File: src/rtl/nn_wx_mem_responder_pkg.sv
// Shared widths, depths, host-FSM states and helpers for the weight/activation memory responder.
package nn_wx_mem_responder_pkg;

    localparam int W_ADDR_LEN = 20;
    localparam int X_ADDR_LEN = 10;
    localparam int SEL_LEN    = 2;
    localparam int W_DEPTH    = 16;
    localparam int X_DEPTH    = 8;
    localparam int CYC_LEN    = 24;
    localparam int LD_CNT_LEN = W_ADDR_LEN + SEL_LEN + 1;

    localparam logic [SEL_LEN-1:0] SEL_L1 = SEL_LEN'(0);

    typedef enum logic [2:0] {
        ST_IDLE,
        ST_LOAD,
        ST_READY,
        ST_RUN,
        ST_DONE
    } state_e;

    function automatic logic [CYC_LEN-1:0] sat_inc(input logic [CYC_LEN-1:0] v);
        return (&v) ? v : v + CYC_LEN'(1);
    endfunction

endpackage

File: src/rtl/nn_wx_mem_responder_bit_bank.sv
// Four 1-bit-wide banks sharing one synchronous write port and two combinational read ports.
module nn_bit_bank #(
    parameter int ADDR_LEN = 20,
    parameter int DEPTH    = 16,
    parameter int SEL_LEN  = 2
) (
    input  logic                clk,
    input  logic                we,
    input  logic [SEL_LEN-1:0]  wsel,
    input  logic [ADDR_LEN-1:0] waddr,
    input  logic                wdata,
    output logic                oob,
    input  logic [SEL_LEN-1:0]  rsel_a,
    input  logic [ADDR_LEN-1:0] raddr_a,
    output logic                rdata_a,
    input  logic [SEL_LEN-1:0]  rsel_b,
    input  logic [ADDR_LEN-1:0] raddr_b,
    output logic                rdata_b
);

    localparam int IDX_LEN = (DEPTH > 1) ? $clog2(DEPTH) : 1;
    localparam int N_BANKS = 1 << SEL_LEN;

    logic [DEPTH-1:0] mem [N_BANKS];

    function automatic logic in_range(input logic [ADDR_LEN-1:0] a);
        return a < ADDR_LEN'(DEPTH);
    endfunction

    // Out-of-range writes are dropped here; the caller decides what to do with the flag.
    assign oob = we && !in_range(waddr);

    // NOTE: storage has no reset branch; clearing a memory costs a mux per bit and contents are
    // always loaded by the host before use, so only the control state is reset.
    always_ff @(posedge clk) begin
        if (we && in_range(waddr)) begin
            mem[wsel][waddr[IDX_LEN-1:0]] <= wdata;
        end
    end

    assign rdata_a = in_range(raddr_a) ? mem[rsel_a][raddr_a[IDX_LEN-1:0]] : 1'b0;
    assign rdata_b = in_range(raddr_b) ? mem[rsel_b][raddr_b[IDX_LEN-1:0]] : 1'b0;

endmodule

File: src/rtl/nn_wx_mem_responder.sv
// Memory-side responder for compute_module: weight/activation banks, host load FSM and run control.
module nn_wx_mem_responder
    import nn_wx_mem_responder_pkg::*;
(
    input  logic                  clk,
    input  logic                  rst_n,
    output logic                  en,
    input  logic                  compute_finish,
    input  logic                  wx_write,
    input  logic [W_ADDR_LEN-1:0] w_addr,
    input  logic [SEL_LEN-1:0]    w_sel,
    input  logic                  w_wq,
    output logic                  w_data,
    input  logic [X_ADDR_LEN-1:0] x_addr,
    input  logic [SEL_LEN-1:0]    x_sel,
    input  logic                  x_wq,
    output logic                  x_data,
    input  logic                  load_req,
    input  logic                  start,
    input  logic                  ld_valid,
    output logic                  ld_ready,
    input  logic                  ld_is_x,
    input  logic [SEL_LEN-1:0]    ld_sel,
    input  logic [W_ADDR_LEN-1:0] ld_addr,
    input  logic                  ld_data,
    input  logic                  ld_last,
    input  logic [SEL_LEN-1:0]    rd_sel,
    input  logic [X_ADDR_LEN-1:0] rd_addr,
    output logic                  rd_data,
    output logic                  done,
    output logic [LD_CNT_LEN-1:0] ld_count,
    output logic [CYC_LEN-1:0]    run_cycles,
    output logic                  oob_err
);

    state_e state;
    logic   run_first;

    logic                  w_we, w_wdata, w_oob;
    logic [SEL_LEN-1:0]    w_wsel;
    logic [W_ADDR_LEN-1:0] w_waddr;
    logic                  x_we, x_wdata, x_oob;
    logic [SEL_LEN-1:0]    x_wsel;
    logic [X_ADDR_LEN-1:0] x_waddr;
    logic                  w_rd_unused;

    // Host owns the write ports during LOAD, compute_module during RUN; elsewhere writes are dropped.
    // NOTE: every output gets a default before the branches so no path leaves one unassigned,
    // which would otherwise infer a latch.
    always_comb begin
        w_we    = 1'b0;
        w_wsel  = w_sel;
        w_waddr = w_addr;
        w_wdata = wx_write;
        x_we    = 1'b0;
        x_wsel  = x_sel;
        x_waddr = x_addr;
        x_wdata = wx_write;
        if (state == ST_LOAD) begin
            w_we    = ld_valid && !ld_is_x;
            w_wsel  = ld_sel;
            w_waddr = ld_addr;
            w_wdata = ld_data;
            x_we    = ld_valid && ld_is_x;
            x_wsel  = ld_sel;
            x_waddr = ld_addr[X_ADDR_LEN-1:0];
            x_wdata = ld_data;
        end else if (state == ST_RUN) begin
            w_we = w_wq;
            x_we = x_wq;
        end
    end

    nn_bit_bank #(
        .ADDR_LEN (W_ADDR_LEN),
        .DEPTH    (W_DEPTH),
        .SEL_LEN  (SEL_LEN)
    ) u_wbank (
        .clk     (clk),
        .we      (w_we),
        .wsel    (w_wsel),
        .waddr   (w_waddr),
        .wdata   (w_wdata),
        .oob     (w_oob),
        .rsel_a  (w_sel),
        .raddr_a (w_addr),
        .rdata_a (w_data),
        .rsel_b  (SEL_L1),
        .raddr_b ('0),
        .rdata_b (w_rd_unused)
    );

    nn_bit_bank #(
        .ADDR_LEN (X_ADDR_LEN),
        .DEPTH    (X_DEPTH),
        .SEL_LEN  (SEL_LEN)
    ) u_xbank (
        .clk     (clk),
        .we      (x_we),
        .wsel    (x_wsel),
        .waddr   (x_waddr),
        .wdata   (x_wdata),
        .oob     (x_oob),
        .rsel_a  (x_sel),
        .raddr_a (x_addr),
        .rdata_a (x_data),
        .rsel_b  (rd_sel),
        .raddr_b (rd_addr),
        .rdata_b (rd_data)
    );

    // NOTE: all state and registered outputs use non-blocking assignments so every branch sees
    // the pre-edge values regardless of statement order.
    always_ff @(posedge clk or negedge rst_n) begin
        if (!rst_n) begin
            state      <= ST_IDLE;
            en         <= 1'b0;
            ld_ready   <= 1'b0;
            done       <= 1'b0;
            ld_count   <= '0;
            run_cycles <= '0;
            oob_err    <= 1'b0;
            run_first  <= 1'b0;
        end else begin
            if (w_oob || x_oob) begin
                oob_err <= 1'b1;
            end
            case (state)
                ST_IDLE: begin
                    if (load_req) begin
                        state    <= ST_LOAD;
                        ld_ready <= 1'b1;
                        ld_count <= '0;
                        oob_err  <= 1'b0;
                    end
                end
                ST_LOAD: begin
                    if (ld_valid) begin
                        ld_count <= ld_count + LD_CNT_LEN'(1);
                        if (ld_last) begin
                            state    <= ST_READY;
                            ld_ready <= 1'b0;
                        end
                    end
                end
                ST_READY, ST_DONE: begin
                    // load_req outranks start when both arrive together.
                    if (load_req) begin
                        state    <= ST_LOAD;
                        ld_ready <= 1'b1;
                        done     <= 1'b0;
                        ld_count <= '0;
                        oob_err  <= 1'b0;
                    end else if (start) begin
                        state      <= ST_RUN;
                        en         <= 1'b1;
                        done       <= 1'b0;
                        run_cycles <= '0;
                        run_first  <= 1'b1;
                    end
                end
                ST_RUN: begin
                    run_cycles <= sat_inc(run_cycles);
                    run_first  <= 1'b0;
                    // A finish seen in the first RUN cycle is stale from the previous run.
                    if (compute_finish && !run_first) begin
                        state <= ST_DONE;
                        en    <= 1'b0;
                        done  <= 1'b1;
                    end
                end
                default: begin
                    state    <= ST_IDLE;
                    en       <= 1'b0;
                    ld_ready <= 1'b0;
                    done     <= 1'b0;
                end
            endcase
        end
    end

endmodule

File: config.mk
export PLATFORM = sky130hd
export DESIGN_NAME = nn_wx_mem_responder
export DESIGN_NICKNAME = d
export VERILOG_FILES = /design/src/rtl/nn_wx_mem_responder_pkg.sv /design/src/rtl/nn_wx_mem_responder_bit_bank.sv /design/src/rtl/nn_wx_mem_responder.sv
export SDC_FILE = /design/constraint.sdc
export NUM_CORES = 1
export LEC_CHECK = 0
export ABC_AREA = 0
export BUFFER_PORTS_ARGS = -buffer_cell sky130_fd_sc_hd__buf_4
export CORE_ASPECT_RATIO = 0.6
export CORE_MARGIN = 4
export CORE_UTILIZATION = 45
export DETAILED_ROUTE_END_ITERATION = 10
export PLACE_DENSITY = 0.69
export SYNTH_ARGS = -nofsm -noshare
export SYNTH_HDL_FRONTEND = slang
export SYNTH_SLANG_ARGS = --single-unit
File: constraint.sdc
create_clock -name clk -period 2.9 [get_ports clk]
set_clock_uncertainty 0.1 [all_clocks]
set_input_delay 0.58 -clock clk [delete_from_list [all_inputs] [get_ports clk]]
set_output_delay 0.58 -clock clk [all_outputs]
set_load 0.005 [all_outputs]
==> run summary <==
The number of antenna violations at the first check in global routing was 0. The number of warnings reported in the yosys synthesis log came out at 0. The endpoint kind of the worst setup timing path is a primary output. The insertion delay of the later-clocked pin in the worst-skew pair came out at between 0.4 and 0.5 ns. The number of vias per cell after detailed routing came out at slightly below 6. The largest net degree at the start of global routing is 97. The largest voltage drop on the vdd net is roughly 0.00040 V. The effective utilization at floorplan is about 47%. The transition time at the pin with the least slew margin came out at roughly 0.86 ns. The clock period minus final worst setup slack is 2.82 ns. After synthesis, the mean cell area works out to about 11 um^2. Among all flip-flop cells after synthesis, the most frequent one is sky130_fd_sc_hd__edfxtp_1. Pin placement for this block handled between 100 and 150 I/O pins. The final weighted congestion in routability-driven placement is roughly 0.84. The relative slew slack is between 40% and 50%. The sum of negative setup slack is 0 ns. The power per cell area is 673 nW/um^2. The DRC violations left came out at 0. The CTS tree is done. The run finished with clean final reports. After the first detailed-routing iteration, the DRC count stood at between 600 and 700.

The total wirelength of the detailed-routed design is 21400 um. The number of buffers added by the clock tree synthesis step came out at 17. The post-synthesis sequential area ratio came out at 52.4%.

The number of port buffers came out at 133. The die width came out at roughly 180 um. The number of hold buffers added after CTS is 0. The slowest cell on the critical path is sky130_fd_sc_hd__mux4_2. The final count of pins violating max slew came out at 0.

The required time of the critical path came out at 2.22 ns. The arrival time of data at the critical path endpoint is between 2 and 2.5 ns. The number of global-route vias before repair came out at around 6100. The placeable core area is approximately 17000 um^2. The static leakage power came out at roughly 3.7 nW.

The global route total overflow is 0. The share of Yosys cell area claimed by the top area cell type came out at a little over a third. The via count of the routed design came out at 6526.

Setup violations remaining at the end of the flow were counted as 0. The number of hold violations in the final report is 0. For this run, asynchronously set or reset flops after synthesis account for a little over a third. The CTS H-tree depth came out at 4. The worst setup path is launched from a register. The synthesized cell area came out at just over 8000 um^2. The count of max-cap constraint violations is 0. Counting instances in the post-synthesis netlist gives the leading cell types as 132 x sky130_fd_sc_hd__nor2_1, 96 x sky130_fd_sc_hd__edfxtp_1, 60 x sky130_fd_sc_hd__nand2_1. The antenna diode count came out at 0. The cell at the root of the clock tree is sky130_fd_sc_hd__clkbuf_16. The share of the clock period used by the worst path is 97.1%. Among cell families on the critical path, the largest total delay comes from multiplexers. The maximum root-to-sink buffer count is 2. The critical path is of the register to primary output type. Traced cell by cell, the critical path runs through mux4_2 -> mux4_2 -> mux2i_1 -> nor2_1 -> buf_4. By instance count, the leading cell after synthesis is sky130_fd_sc_hd__nor2_1.

The clock slew seen by the registers of the worst setup and hold paths came out at ~0.07 ns. From synthesis to final layout, the design area changed by 22.8%. The synthesized netlist net count is between 800 and 900. Setup repair after global routing left no endpoint under its margin. The combined global-route utilization of all metal layers came out at around a fifth. In the final routed layout, each cell accounts on average for roughly 19 um. In the synthesized netlist, the number of instances is roughly 730. The die extent in y is ~110 um.

The placement row count is 37. The net count of the finished layout came out at 950. The count of state elements after synthesis came out at between 150 and 200. Of the cells placed in the final design, the portion with a size suffix greater than 1 is between 20% and 30%. The most area-hungry cell type in the Yosys netlist is sky130_fd_sc_hd__edfxtp_1. The global-route wire length before repair came out at about 34000 um.

Of all nets on the critical path, the largest fanout is 2. The clock net in this run drives a total of ~150 sinks. The delay of the slowest cell on the worst path is 0.48 ns. The most numerous cell type found on the critical path is sky130_fd_sc_hd__mux4_2. Synthesis instantiated slightly above 70 different standard cells from the library. The number of synthesized flops with an enable pin is between 90 and 100. The count of nets left with antenna violations once routing finished came out at 0. The class of the worst hold path is input port to asynchronous set/reset pin. The top achievable clock speed came out at around 360 MHz.

The count of buffers added by post-CTS timing repair for setup came out at 0. The quantity of gates resized following cts is 0. The number of buffers and inverters on the critical path is 1. The smallest hold slack is ~0.1 ns. By area the synthesized netlist is led by sky130_fd_sc_hd__edfxtp_1 35%, sky130_fd_sc_hd__dfrtp_1 17%, sky130_fd_sc_hd__mux4_2 9.7%.

The number of optimization iterations in the first detailed-route pass came out at 5. The overall die area came out at a little over 20000 um^2. The detailed placement HPWL came out at about 15000 um.
## state kept, by name, summed over array words and instances, names as in the netlist
signal and cells:
run_first 1, u_xbank.mem 32, state 3, oob_err 1
run_cycles 24, ld_ready 1, u_wbank.mem 64, done 1
en 1, ld_count 23
## cell type report
class	count	area (um^2)
Multi-Input combinational cell	532	3640
Tap cell	234	293
Clock buffer	19	433
Sequential cell	151	4260
Clock inverter	13	116
Inverter	8	30.0
Timing Repair Buffer	158	1200
Fill cell	1490	7430
## layer usage
layer	wire, um	global-route usage, %	vias up
met3	1820	5.63	13
met1	10700	35.3	3195
met5	0	0	-
li1	-	-	3055
met4	128	3.65	0
met2	8760	27.6	263
## through the flow
step	cells	worst slack (ns)	power (mW)	util (%)	cell area, um^2
final	1115	0.0842	6.71	57.3	9980
after global routing	1115	0.00967	7.06	57.3	9980
after CTS	1115	0.0532	6.75	57.3	9970
after detailed placement	1083	0.0519	4.67	54.1	9420
after global placement	1083	0.0855	4.65	54.1	9420
after floorplan	733	0.144	3.90	-	8130
## path summary, 6_finish.rpt
kind / to / slack, ns / cells past startpoint / startpoint
worst max-delay path: rd_data / 0.08 / 5 / u_xbank.mem[3][3]
worst min-delay path: run_cycles[17] / 0.10 / 1 / rst_n
worst max register to register: ld_count[20] / 0.31 / 6 / state[1]
worst min register to register: run_first / 0.41 / 1 / run_first
max in group asynchronous: run_cycles[1] / 2.10 / 1 / rst_n
min in group clk: state[0] / 0.36 / 3 / start
## placed cells by master, fill, tap and decap left out, types with 3 or more instances in the layout
master                      count
sky130_fd_sc_hd__a21o_1         3
sky130_fd_sc_hd__a21oi_1       41
sky130_fd_sc_hd__a31oi_1        5
sky130_fd_sc_hd__and2_1         5
sky130_fd_sc_hd__and3_1         8
sky130_fd_sc_hd__buf_4        156
sky130_fd_sc_hd__clkbuf_16     17
sky130_fd_sc_hd__clkinv_4       5
sky130_fd_sc_hd__dfrtp_1       55
sky130_fd_sc_hd__edfxtp_1      96
sky130_fd_sc_hd__inv_1          8
sky130_fd_sc_hd__inv_6          4
sky130_fd_sc_hd__mux2_2         4
sky130_fd_sc_hd__mux2i_1        7
sky130_fd_sc_hd__mux4_2        35
sky130_fd_sc_hd__nand2_1       59
sky130_fd_sc_hd__nand3_1       25
sky130_fd_sc_hd__nand3b_1      15
sky130_fd_sc_hd__nand4_1        7
sky130_fd_sc_hd__nor2_1       131
sky130_fd_sc_hd__nor2b_1        3
sky130_fd_sc_hd__nor3_1        14
sky130_fd_sc_hd__nor3b_1        6
sky130_fd_sc_hd__nor4_1        16
sky130_fd_sc_hd__o211ai_1      12
sky130_fd_sc_hd__o211ai_2       4
sky130_fd_sc_hd__o21ai_0       27
sky130_fd_sc_hd__o31ai_1       11
sky130_fd_sc_hd__or3_1         21
sky130_fd_sc_hd__or4_1          9
sky130_fd_sc_hd__xnor2_1        7
## where the power goes
group	internal [mW]	switching [mW]	total [mW]
clock	1.12	0.948	2.07
combinational	0.688	1.20	1.89
sequential	2.62	0.136	2.75
total	4.43	2.28	6.71
## kinds of logic after synthesis
kind of cell,synth area share [%]
and+or+nand+nor,21.5
DFF,52.4
AOI/OAI and AO/OA,10.9
buffers and inverters,2.80
muxes,11.1
xor gates and xnor gates,0.970
adders and majority gates,0.308
No activity file was read; power rests on OpenSTA's default activity.
